## config.mk

```make
export PLATFORM = sky130hd
export DESIGN_NAME = ifm_axis_out
export DESIGN_NICKNAME = d
export VERILOG_FILES = /design/src/rtl/ifm_pkg.sv /design/src/rtl/ifm_skid2.sv /design/src/rtl/ifm_axis_out.sv
export SDC_FILE = /design/constraint.sdc
export NUM_CORES = 1
export LEC_CHECK = 0
export ABC_AREA = 0
export BUFFER_PORTS_ARGS = -buffer_cell sky130_fd_sc_hd__buf_2
export CORE_ASPECT_RATIO = 1.1
export CORE_MARGIN = 2
export CORE_UTILIZATION = 55
export DETAILED_ROUTE_END_ITERATION = 10
export PLACE_DENSITY = 0.8
export SLEW_MARGIN = 5
export SYNTH_ARGS = -nofsm -noshare
export SYNTH_HDL_FRONTEND = slang
export SYNTH_SLANG_ARGS = --single-unit
```

## constraint.sdc

```tcl
create_clock -name sys_clk -period 9.25 [get_ports sys_clk]
set_clock_uncertainty 0.2 [all_clocks]
set_input_delay 0.925 -clock sys_clk [delete_from_list [all_inputs] [get_ports sys_clk]]
set_output_delay 0.925 -clock sys_clk [all_outputs]
set_load 0.005 [all_outputs]
```

## src/rtl/ifm_pkg.sv

```systemverilog
// Shared definitions for the ifm_* receive-path stages: good-FIFO word layout,
// frame state encodings and a byte-count helper.
package ifm_pkg;

    // Good-FIFO word layout: {eof, keep[7:0], data[63:0]}
    localparam int C_WORD_W   = 73;
    localparam int C_DATA_LSB = 0;
    localparam int C_DATA_MSB = 63;
    localparam int C_KEEP_LSB = 64;
    localparam int C_KEEP_MSB = 71;
    localparam int C_EOF_BIT  = 72;

    typedef enum logic {
        S_IDLE = 1'b0,
        S_BODY = 1'b1
    } frame_state_t;

    // Number of set bits in a byte-keep vector (0..8).
    function automatic logic [3:0] keep_popcount(input logic [7:0] keep);
        logic [3:0] n;
        n = '0;
        for (int i = 0; i < 8; i++) begin
            n = n + {3'b000, keep[i]};
        end
        return n;
    endfunction

endpackage

```

## src/rtl/ifm_skid2.sv

```systemverilog
// Two-entry in-order skid buffer. slot0 is always the oldest entry and is
// presented on head. The caller guarantees no push when full unless a pop
// happens in the same cycle, and no pop when empty.
module ifm_skid2 #(
    parameter int W = 73
) (
    input  logic         sys_clk,
    input  logic         rx_reset,
    input  logic         push,
    input  logic [W-1:0] wdata,
    input  logic         pop,
    output logic [W-1:0] head,
    output logic [1:0]   count
);

    logic [W-1:0] slot0;
    logic [W-1:0] slot1;

    assign head = slot0;

    // Storage and occupancy update; push+pop keeps occupancy and shifts order.
    always_ff @(posedge sys_clk or posedge rx_reset) begin
        if (rx_reset) begin
            slot0 <= '0;
            slot1 <= '0;
            count <= 2'd0;
        end else begin
            case ({push, pop})
                2'b10: begin
                    if (count == 2'd0) slot0 <= wdata;
                    else               slot1 <= wdata;
                    count <= count + 2'd1;
                end
                2'b01: begin
                    slot0 <= slot1;
                    count <= count - 2'd1;
                end
                2'b11: begin
                    if (count == 2'd1) begin
                        slot0 <= wdata;
                    end else begin
                        slot0 <= slot1;
                        slot1 <= wdata;
                    end
                end
                default: ;
            endcase
        end
    end

endmodule

```

## src/rtl/ifm_axis_out.sv

```systemverilog
// Good-FIFO to AXI4-Stream egress stage. Buffers words in a 2-entry skid,
// measures each frame's byte length (pushed to the length FIFO one cycle after
// the EOF beat), and keeps frame/byte statistics. The EOF beat is held back
// while the length FIFO is full so a frame never leaves without its length.
module ifm_axis_out
    import ifm_pkg::*;
#(
    parameter int C_LEN_W  = 16,
    parameter int C_STAT_W = 32
) (
    input  logic                sys_clk,
    input  logic                rx_reset,
    input  logic [72:0]         good_fifo_rdata,
    input  logic                good_fifo_empty,
    output logic                good_fifo_rden,
    output logic [63:0]         m_axis_tdata,
    output logic [7:0]          m_axis_tkeep,
    output logic                m_axis_tlast,
    output logic                m_axis_tvalid,
    input  logic                m_axis_tready,
    output logic [C_LEN_W-1:0]  len_fifo_wdata,
    output logic                len_fifo_wren,
    input  logic                len_fifo_full,
    output logic [C_STAT_W-1:0] stat_frames,
    output logic [C_STAT_W-1:0] stat_bytes
);

    logic [C_WORD_W-1:0] head;
    logic [1:0]          occ;
    logic                head_eof;
    logic [7:0]          head_keep;
    logic [3:0]          beat_bytes;
    logic                accept;
    logic                frame_done;
    frame_state_t        state;
    frame_state_t        state_next;
    logic [C_LEN_W-1:0]  acc;
    logic [C_LEN_W-1:0]  acc_next;
    logic [C_LEN_W-1:0]  len_total;
    logic [C_LEN_W:0]    len_sum;
    logic [C_LEN_W:0]    bytes_ext;

    ifm_skid2 #(.W(C_WORD_W)) u_skid (
        .sys_clk  (sys_clk),
        .rx_reset (rx_reset),
        .push     (good_fifo_rden),
        .wdata    (good_fifo_rdata),
        .pop      (accept),
        .head     (head),
        .count    (occ)
    );

    assign head_eof   = head[C_EOF_BIT];
    assign head_keep  = head[C_KEEP_MSB:C_KEEP_LSB];
    assign beat_bytes = keep_popcount(head_keep);

    assign m_axis_tdata = head[C_DATA_MSB:C_DATA_LSB];
    assign m_axis_tkeep = head_keep;
    assign m_axis_tlast = head_eof;

    // Handshake: a beat moves when tvalid && tready; the head entry does not
    // change while tvalid is high and tready is low. An EOF head is withheld
    // (tvalid low) while the length FIFO cannot take the frame length.
    assign m_axis_tvalid  = (occ != 2'd0) && !(head_eof && len_fifo_full);
    assign accept         = m_axis_tvalid && m_axis_tready;
    assign good_fifo_rden = !rx_reset && !good_fifo_empty &&
                            ((occ < 2'd2) || accept);

    // Frame state register.
    always_ff @(posedge sys_clk or posedge rx_reset) begin
        if (rx_reset) state <= S_IDLE;
        else          state <= state_next;
    end

    // Frame state transitions; a single-beat frame stays in S_IDLE.
    always_comb begin
        state_next = state;
        case (state)
            S_IDLE:  if (accept && !head_eof) state_next = S_BODY;
            S_BODY:  if (accept && head_eof)  state_next = S_IDLE;
            default: state_next = S_IDLE;
        endcase
    end

    // Length arithmetic: saturating running sum including the current beat.
    always_comb begin
        bytes_ext       = '0;
        bytes_ext[3:0]  = beat_bytes;
        len_sum         = {1'b0, acc} + bytes_ext;
        len_total       = len_sum[C_LEN_W] ? {C_LEN_W{1'b1}} : len_sum[C_LEN_W-1:0];
        frame_done      = accept && head_eof;
        acc_next        = acc;
        if (accept) acc_next = head_eof ? '0 : len_total;
    end

    // Accumulator, length-FIFO write and statistics registers.
    always_ff @(posedge sys_clk or posedge rx_reset) begin
        if (rx_reset) begin
            acc            <= '0;
            len_fifo_wren  <= 1'b0;
            len_fifo_wdata <= '0;
            stat_frames    <= '0;
            stat_bytes     <= '0;
        end else begin
            acc           <= acc_next;
            len_fifo_wren <= frame_done;
            if (frame_done) begin
                len_fifo_wdata <= len_total;
                stat_frames    <= stat_frames + 1'b1;
            end
            if (accept) stat_bytes <= stat_bytes + (C_STAT_W)'(beat_bytes);
        end
    end

endmodule

```

==> results of run 1 <==
## flip-flops by register name, summed over array words and instances (netlist names)
signal,cells
acc,16
len_fifo_wdata,16
len_fifo_wren,1
stat_bytes,32
stat_frames,32
u_skid.count,2
u_skid.head,73
u_skid.slot1,73
## worst min-delay path by stage
| stage | cells past startpoint | slack (ns) | startpoint | to |
|---|---|---|---|---|
| 6_report | 1 | 0.26 | stat_frames[31] | stat_frames[31] |
| 5_1_grt | 1 | 0.30 | stat_bytes[23] | stat_bytes[23] |
| 4_1_cts | 1 | 0.27 | stat_frames[31] | stat_frames[31] |
| 3_5_place_dp | 1 | 0.26 | stat_frames[31] | stat_frames[31] |
| 3_3_place_gp | 1 | 0.25 | stat_frames[31] | stat_frames[31] |
| 2_1_floorplan | 2 | 0.26 | acc[0] | acc[0] |
## cells in the final DEF (no fill, tap or decap), types with 3 or more instances in the layout
| cell | instances |
|---|---|
| and4_1 | 12 |
| xor2_1 | 16 |
| inv_1 | 20 |
| fa_1 | 6 |
| clkbuf_8 | 8 |
| a21o_1 | 5 |
| nor3_1 | 9 |
| a22oi_1 | 73 |
| buf_2 | 233 |
| nand2b_1 | 3 |
| nand3_1 | 28 |
| nand2_2 | 3 |
| nor2b_1 | 3 |
| dfrtp_1 | 245 |
| nand2_1 | 45 |
| buf_4 | 9 |
| clkbuf_16 | 25 |
| a21oi_1 | 100 |
| diode_2 | 3 |
| and3_1 | 18 |
| clkbuf_1 | 3 |
| mux2_2 | 73 |
| nand4_1 | 13 |
| o21ai_0 | 14 |
| nor2_1 | 98 |
| a31oi_1 | 11 |
| xnor2_1 | 59 |
| ha_1 | 18 |
| and2_1 | 5 |
| clkinv_2 | 7 |
## stage by stage
step,setup slack (ns),power [µW],util
2_1_floorplan,1.40,3210,-
4_1_cts,3.93,4890,0.666
3_5_place_dp,3.92,3850,0.623
3_3_place_gp,4.11,3760,0.623
5_1_grt,3.65,5250,0.666
6_report,3.92,4840,0.666
## kinds of logic after synthesis
logic type / count (synthesis)
simple gates: 251
flops: 245
compound gates: 220
buf+inv: 78
xor+xnor: 75
mux: 73
fa+ha+maj: 24
## power by group through the flow
stage          clock network, µW  registers [µW]  logic (µW)
5_1_grt                     1070            1780        2390
4_1_cts                     1030            1730        2130
6_report                    1010            1730        2100
3_3_place_gp                   0            1720        2040
3_5_place_dp                   0            1740        2120
2_1_floorplan                  0            1710        1490
## layer usage
layer	track usage	up-vias	part of all wire	wire [µm]
met5	0	-	0.00053	13
met4	0.0577	2	0.019	470
met3	0.0575	42	0.073	1790
met2	0.376	248	0.48	11800
met1	0.301	3989	0.43	10400
li1	-	3865	-	-
## critical path, cell delays in order, from the launching register on
cell	delay, ns
dfrtp_1	0.37
inv_1	0.07
fa_1	0.56
fa_1	0.43
fa_1	0.49
inv_1	0.04
ha_1	0.19
fa_1	0.58
inv_1	0.09
fa_1	0.43
nor2b_1	0.16
o31a_1	0.36
nand4_1	0.64
and4_1	0.48
nor3_1	0.14
## layout make-up
class	instances	area share
Multi-Input combinational cell	643	0.342
Timing Repair Buffer	242	0.0942
Clock buffer	36	0.0571
Inverter	23	0.00765
Tap cell	252	0.0241
Sequential cell	245	0.468
Clock inverter	10	0.00640
Antenna cell	3	0.000573
==> results.cfg, run 1 <==
[run_status]
status = finished, final reports clean

[clock_tree]
htreeDepth = 1
cts_buffers = 25
clk_pin_slew_ns = 0.06
root_buffer = clkbuf_16
clk_latency_ns = 0.52
postCtsSetupRepairBufs = 0
cts_tree = done
cts_resized = 0
hold_buffers = 0
cts.path.max_buffers = 3
cts_sinks = 245

[setup_path]
crit_path_end = acc[15]
timing.rr.start = u_skid.head[64]
startpoint_type = flop
end_kind = flop
cp_max_fo = 17
critPathLaunch = u_skid.head[64]
required_ns = 9.47
cp.arrival_ns = 5.56
reg2reg_slack_ns = 3.92
reg2reg_depth = 14
rr_endpoint = acc[15]
path_class = reg2reg

[drt]
route.detailed.drc = 0
antenna_left = 0
totalWireLength_um = 24500
num_vias = 8146
wl_per_cell_um = 16.9
drt_first_iter_violations = 466
viasPerCell = 5.60
drtPass1Iterations = 5

[place]
routabilityCongestion = 0.832
port_buffers = 233
post-dp-hpwl_um = 15900
postPlaceCellArea_mm2 = 0.0123
placed_cells = 1405

[floorplan]
dieArea_mm2 = 0.0210
ios = 234
core_mm2 = 0.0197
die_y_um = 152
rows = 54
initial_core_util = 0.555
dieWidth_um = 138

[yosys]
synth_commonest_cells = 245 x dfrtp_1, 101 x a21oi_1, 99 x nor2_1
synth_most_common_cell = dfrtp_1
synth_seq_cells = 245
synth_flop_cell = dfrtp_1
synthMuxAreaShare = 0.0754
synth_top_family_by_area = compound AO/OA/AOI/OAI gates
netlist_instances = 966
yosysTopAreaCell = dfrtp_1
synth_xor_area_frac = 0.0602
ys_async_sr_fraction = 1.00
yosysTopAreaCellShare = 0.562
syn_area_per_cell_um2 = 11.3
synth_seq_area_share = 0.562
ys_top_cells_by_area = dfrtp_1 56%, mux2_2 7.5%, a22oi_1 5.0%, xnor2_1 4.7%, a21oi_1 4.6%
yosys_warnings = 0
syn-num-nets = 1068
synth_cell_types = 52
synth_compound_area_frac = 0.125
synthAdderAreaFrac = 0.0317
synth_simple_gate_area_frac = 0.116
netlist_area_mm2 = 0.0109
synth_edf_count = 0

[timing]
max_freq_ghz = 0.187
drv_slew = 0
relSlewSlack = 0.340
hold-worst-slack_ns = 0.262
post-route-period-util = 0.577
finalCriticalPeriod_ns = 5.33
hold_violations = 0
worstMarginPinSlew_ns = 0.991
setup-tns-final_ns = 0
rsz0062_at_grt = false
finalSetupViolCount = 0

[cells_and_area]
final_area_mm2 = 0.0131
nFillCells = 1446
final-seq-area_mm2 = 0.00613
final-instance-count-excl-fill = 1454
final_layout_size_suffix_gt1_frac = 0.311
nNetsFinal = 1282
areaGrowthSynthToFinish_pct = 20.1
multi_input_area_mm2 = 0.00447

[global_route]
grtUsageTotal = 0.226
grt_pass1_wl_um = 39500
globalRouteOverflowTotal = 0
grt_max_degree = 108
grt_pass1_vias = 7895
antenna_found_initial = 3

[power_and_ir_drop]
p_int_uw = 3040
seq_power_share = 0.358
powerDensity_mw_per_mm2 = 369
combPwrFrac = 0.434
cellLeakagePower_uw = 0.00623
sw_frac_of_total = 0.371
vdd_drop_max_v = 0.000329
clkPwrFrac = 0.208
power.switching_uw = 1790

[min_path]
min_path_type = reg2reg

[job]
drv_cap = 0
Note: power is estimated with default switching activity, not from simulation.
==> run 2, diff against run 1 <==
CORE_UTILIZATION = 49   (was 55)
PLACE_DENSITY = 0.76   (was 0.8)
clock period = 4.8 ns   (was 9.25 ns; I/O delays follow)
==> results.cfg, run 2 (synthesis results as in run 1) <==
[setup_path]
cp.arrival_ns = 4.83
startpoint_type = flop
timing.rr.start = u_skid.head[64]
critPathLaunch = u_skid.head[64]
end_kind = flop
cp_max_fo = 6
required_ns = 5.01
path_class = reg2reg

[clock_tree]
cts_buffers = 27
clk_pin_slew_ns = 0.06
cts.path.max_buffers = 3
htreeDepth = 1
cts_sinks = 245
cts_tree = done
clk_latency_ns = 0.52
root_buffer = clkbuf_16

[global_route]
grt_pass1_wl_um = 43000
met3_usage = 0.0463
antenna_found_initial = 0
grt_max_degree = 147
globalRouteOverflowTotal = 0
grtUsageTotal = 0.219
grt_pass1_vias = 8623
grtUsageMet2 = 0.379
grt_use_met1 = 0.280
grt.busiest_layer = met2

[min_path]
min_from = good_fifo_rdata[55]
min_path_type = in2reg

[drt]
num_vias = 8471
drtPass1Iterations = 5
wl_per_cell_um = 16.8
route.detailed.drc = 0
totalWireLength_um = 26100
antenna_left = 0
drt_first_iter_violations = 409
viasPerCell = 5.47

[place]
post-dp-hpwl_um = 16200
routabilityCongestion = 0.812
port_buffers = 233
postPlaceCellArea_mm2 = 0.0124
dp_slack_ns = 0.0274

[cells_and_area]
final_layout_size_suffix_gt1_frac = 0.306
diodes = 0
final_common_cell = dfrtp_1
areaGrowthSynthToFinish_pct = 27.1
final_cell_mix = 245 x dfrtp_1, 233 x buf_2, 100 x a21oi_1, 98 x nor2_1
final_area_mm2 = 0.0139
nNetsFinal = 1339

[timing]
max_freq_ghz = 0.216
rsz0062_at_grt = true
post-route-period-util = 0.963
finalSetupViolCount = 0
hold_violations = 0
finalCriticalPeriod_ns = 4.62
worstMarginPinSlew_ns = 0.892
worst_slack_ns = 0.176
relSlewSlack = 0.406
drv_slew = 0
hold-worst-slack_ns = 0.0186

[power_and_ir_drop]
vdd_drop_max_v = 0.000549
power.switching_uw = 3550
powerDensity_mw_per_mm2 = 708
seq_power_share = 0.341
cellLeakagePower_uw = 0.00653
combPwrFrac = 0.436
total_power_uw = 9810
p_int_uw = 6270
sw_frac_of_total = 0.361
clkPwrFrac = 0.223

[job]
drv_cap = 0

[floorplan]
core_mm2 = 0.0220
initial_core_util = 0.496
dieWidth_um = 146
dieArea_mm2 = 0.0235
ios = 234
rows = 57
die_y_um = 160

[run_status]
status = finished, final reports clean
run 2: worst paths after layout:
path | end | slack [ns] | cells after the start
max in group asynchronous | u_skid.slot1[29] | 3.00 | 4
hold reg to reg | stat_frames[31] | 0.27 | 1
min in group asynchronous | acc[8] | 0.40 | 3
setup reg to reg | len_fifo_wdata[14] | 0.18 | 15
hold / removal | u_skid.slot1[55] | 0.02 | 2
setup / recovery | len_fifo_wdata[14] | 0.18 | 15
run 2: timing repair:
| item | CTS | global route |
|---|---|---|
| hold endpoints to repair | 68 | 0 |
| hold buffers | 46 | 0 |
| setup buffers | 0 | 5 |
| setup endpoints to repair | 0 | 30 |
| resized for setup | 0 | 5 |
run 2: layout make-up:
| type | count | area [µm²] |
|---|---|---|
| clock buffer | 42 | 822 |
| clock inverter | 5 | 125 |
| fill | 1729 | 8110 |
| inverter | 23 | 96.3 |
| multi-input combinational | 643 | 4500 |
| sequential | 245 | 6130 |
| tap | 295 | 369 |
| timing repair buffer | 297 | 1810 |
run 2: power by group through the flow:
stage	logic, µW	clock network (µW)	registers [µW]
CTS	4210	2220	3340
finish	4270	2190	3350
floorplan	2880	0	3300
global placement	4010	0	3320
detailed placement	4160	0	3360
global route	4850	2320	3450
run 2: worst max-delay path: stages, from the launching register on:
cell,delay [ns]
dfrtp_1,0.36
inv_1,0.07
fa_1,0.55
fa_1,0.43
fa_1,0.49
inv_1,0.04
ha_1,0.20
fa_1,0.41
xor2_2,0.22
ha_4,0.25
nor2b_1,0.14
o31a_1,0.34
buf_4,0.18
and3_1,0.21
or3_1,0.31
o211a_1,0.13
run 2: per-layer routing:
metal / vias up / part of all wire
met4: 0 / 0.026
met2: 252 / 0.50
met5: - / 0
li1: 3952 / -
met3: 63 / 0.061
met1: 4204 / 0.41
run 2: stage by stage:
step                setup TNS, ns  std cells  utilization
detailed placement              0       1452        0.564
global placement                0       1452        0.564
floorplan                       0        966            -
global route             -0.00451       1550        0.631
CTS                             0       1545        0.628
finish                          0       1550        0.631
==> run 3, diff against run 2 <==
CELL_PAD_IN_SITES_DETAIL_PLACEMENT = 0   (was default)
CELL_PAD_IN_SITES_GLOBAL_PLACEMENT = 1   (was default)
CORE_UTILIZATION = 43   (was 49)
PLACE_DENSITY = default   (was 0.76)
PLACE_DENSITY_LB_ADDON = 0.1   (was default)
clock period = 5.2 ns   (was 4.8 ns; I/O delays follow)
==> results.cfg, run 3 (synthesis results as in run 1) <==
[floorplan]
core_mm2 = 0.0251
die_y_um = 171
rows = 61
dieWidth_um = 156
dieArea_mm2 = 0.0267
ios = 234
initial_core_util = 0.434

[timing]
hold-worst-slack_ns = 0.0314
finalCriticalPeriod_ns = 4.70
rsz0062_at_grt = false
hold_violations = 0
max_freq_ghz = 0.213
worstMarginPinSlew_ns = 0.944
relSlewSlack = 0.369
finalSetupViolCount = 0
post-route-period-util = 0.904
drv_slew = 0
setup-tns-final_ns = 0

[cells_and_area]
final-instance-count-excl-fill = 1526
nNetsFinal = 1292
final_cell_mix = 245 x dfrtp_1, 233 x buf_2, 100 x a21oi_1, 98 x nor2_1
areaGrowthSynthToFinish_pct = 22.2
final_common_cell = dfrtp_1
final_area_mm2 = 0.0133
final_layout_size_suffix_gt1_frac = 0.310

[power_and_ir_drop]
cellLeakagePower_uw = 0.00629
powerDensity_mw_per_mm2 = 654
vdd_drop_max_v = 0.000524
total_power_uw = 8720

[clock_tree]
clk_pin_slew_ns = 0.06
cts_buffers = 27
cts_tree = done
cts_sinks = 245
root_buffer = clkbuf_16
cts.path.max_buffers = 3
htreeDepth = 1
clk_latency_ns = 0.53
postCtsSetupRepairBufs = 0

[drt]
antenna_left = 0
wl_met2_um = 12300
top_layer_used = met5
drt_first_iter_violations = 389
totalWireLength_um = 26200
route.detailed.drc = 0
viasPerCell = 5.22
dr_wl_met3_um = 2170
num_vias = 7972
wl_met1_um = 11100
wl_per_cell_um = 17.1
drtPass1Iterations = 4

[setup_path]
path_class = reg2reg
reg2reg_slack_ns = 0.50
timing.rr.start = u_skid.head[64]
end_kind = flop
required_ns = 5.46
critPathLaunch = u_skid.head[64]
reg2reg_depth = 14
rr_endpoint = len_fifo_wdata[4]
startpoint_type = flop
cp.arrival_ns = 4.96
cp_max_fo = 9

[min_path]
min_to = u_skid.slot1[49]
min_from = good_fifo_rdata[49]
min_path_type = in2reg
min_path_cells = 2

[global_route]
grt_pass1_wl_um = 41900
grt_pass1_vias = 7928
grt_max_degree = 139
grtUsageTotal = 0.195
globalRouteOverflowTotal = 0
antenna_found_initial = 7

[place]
routabilityCongestion = 0.759
placed_cells = 1475
post-dp-hpwl_um = 17300
port_buffers = 233
postPlaceCellArea_mm2 = 0.0125

[job]
drv_cap = 0

[run_status]
status = finished, final reports clean
## run 3: worst max-delay path by stage
stage / endpoint / slack (ns) / cells past startpoint
after floorplan: acc[4] / 0.65 / 15
after global routing: len_fifo_wdata[4] / 0.22 / 14
after detailed placement: len_fifo_wdata[4] / 0.50 / 14
after CTS: len_fifo_wdata[4] / 0.48 / 14
after global placement: len_fifo_wdata[4] / 0.59 / 14
final: len_fifo_wdata[4] / 0.50 / 14
## run 3: layout make-up
cell class / instances / area [µm²]
clock buffer: 41 / 768
sequential: 245 / 6130
antenna: 4 / 10.0
tap: 315 / 394
multi-input combinational: 643 / 4480
timing repair buffer: 250 / 1370
inverter: 23 / 96.3
clock inverter: 5 / 78.8
fill: 2338 / 11800
## run 3: metrics by stage
stage,utilization,worst slack (ns)
2_1_floorplan,-,0.647
3_3_place_gp,0.496,0.586
3_5_place_dp,0.496,0.498
4_1_cts,0.530,0.479
5_1_grt,0.531,0.216
6_report,0.531,0.498
## run 3: repair_timing
action	in CTS	in global routing
endpoints found under the hold margin	7	0
hold buffers	1	0
resized for setup	0	0
## run 3: power by group
part / total, µW / internal, µW / switching, µW
clock: 1860 / 1110 / 748
sequential: 3050 / 2640 / 415
combinational: 3810 / 1770 / 2030
## run 3: critical path: stages (launching register included)
cell and delay, ns:
dfrtp_1 0.36, inv_1 0.07, fa_1 0.56, fa_1 0.43, fa_1 0.49, inv_1 0.04
ha_1 0.20, fa_1 0.60, inv_1 0.09, fa_1 0.44, nor2b_1 0.17, o31a_1 0.20
and3_1 0.38, a21oi_1 0.22, a21oi_1 0.19
## run 3: per-layer routing
metal	vias up	track usage
met4	6	0.0483
met2	209	0.321
met3	38	0.0633
met5	-	0
li1	3871	-
met1	3848	0.250
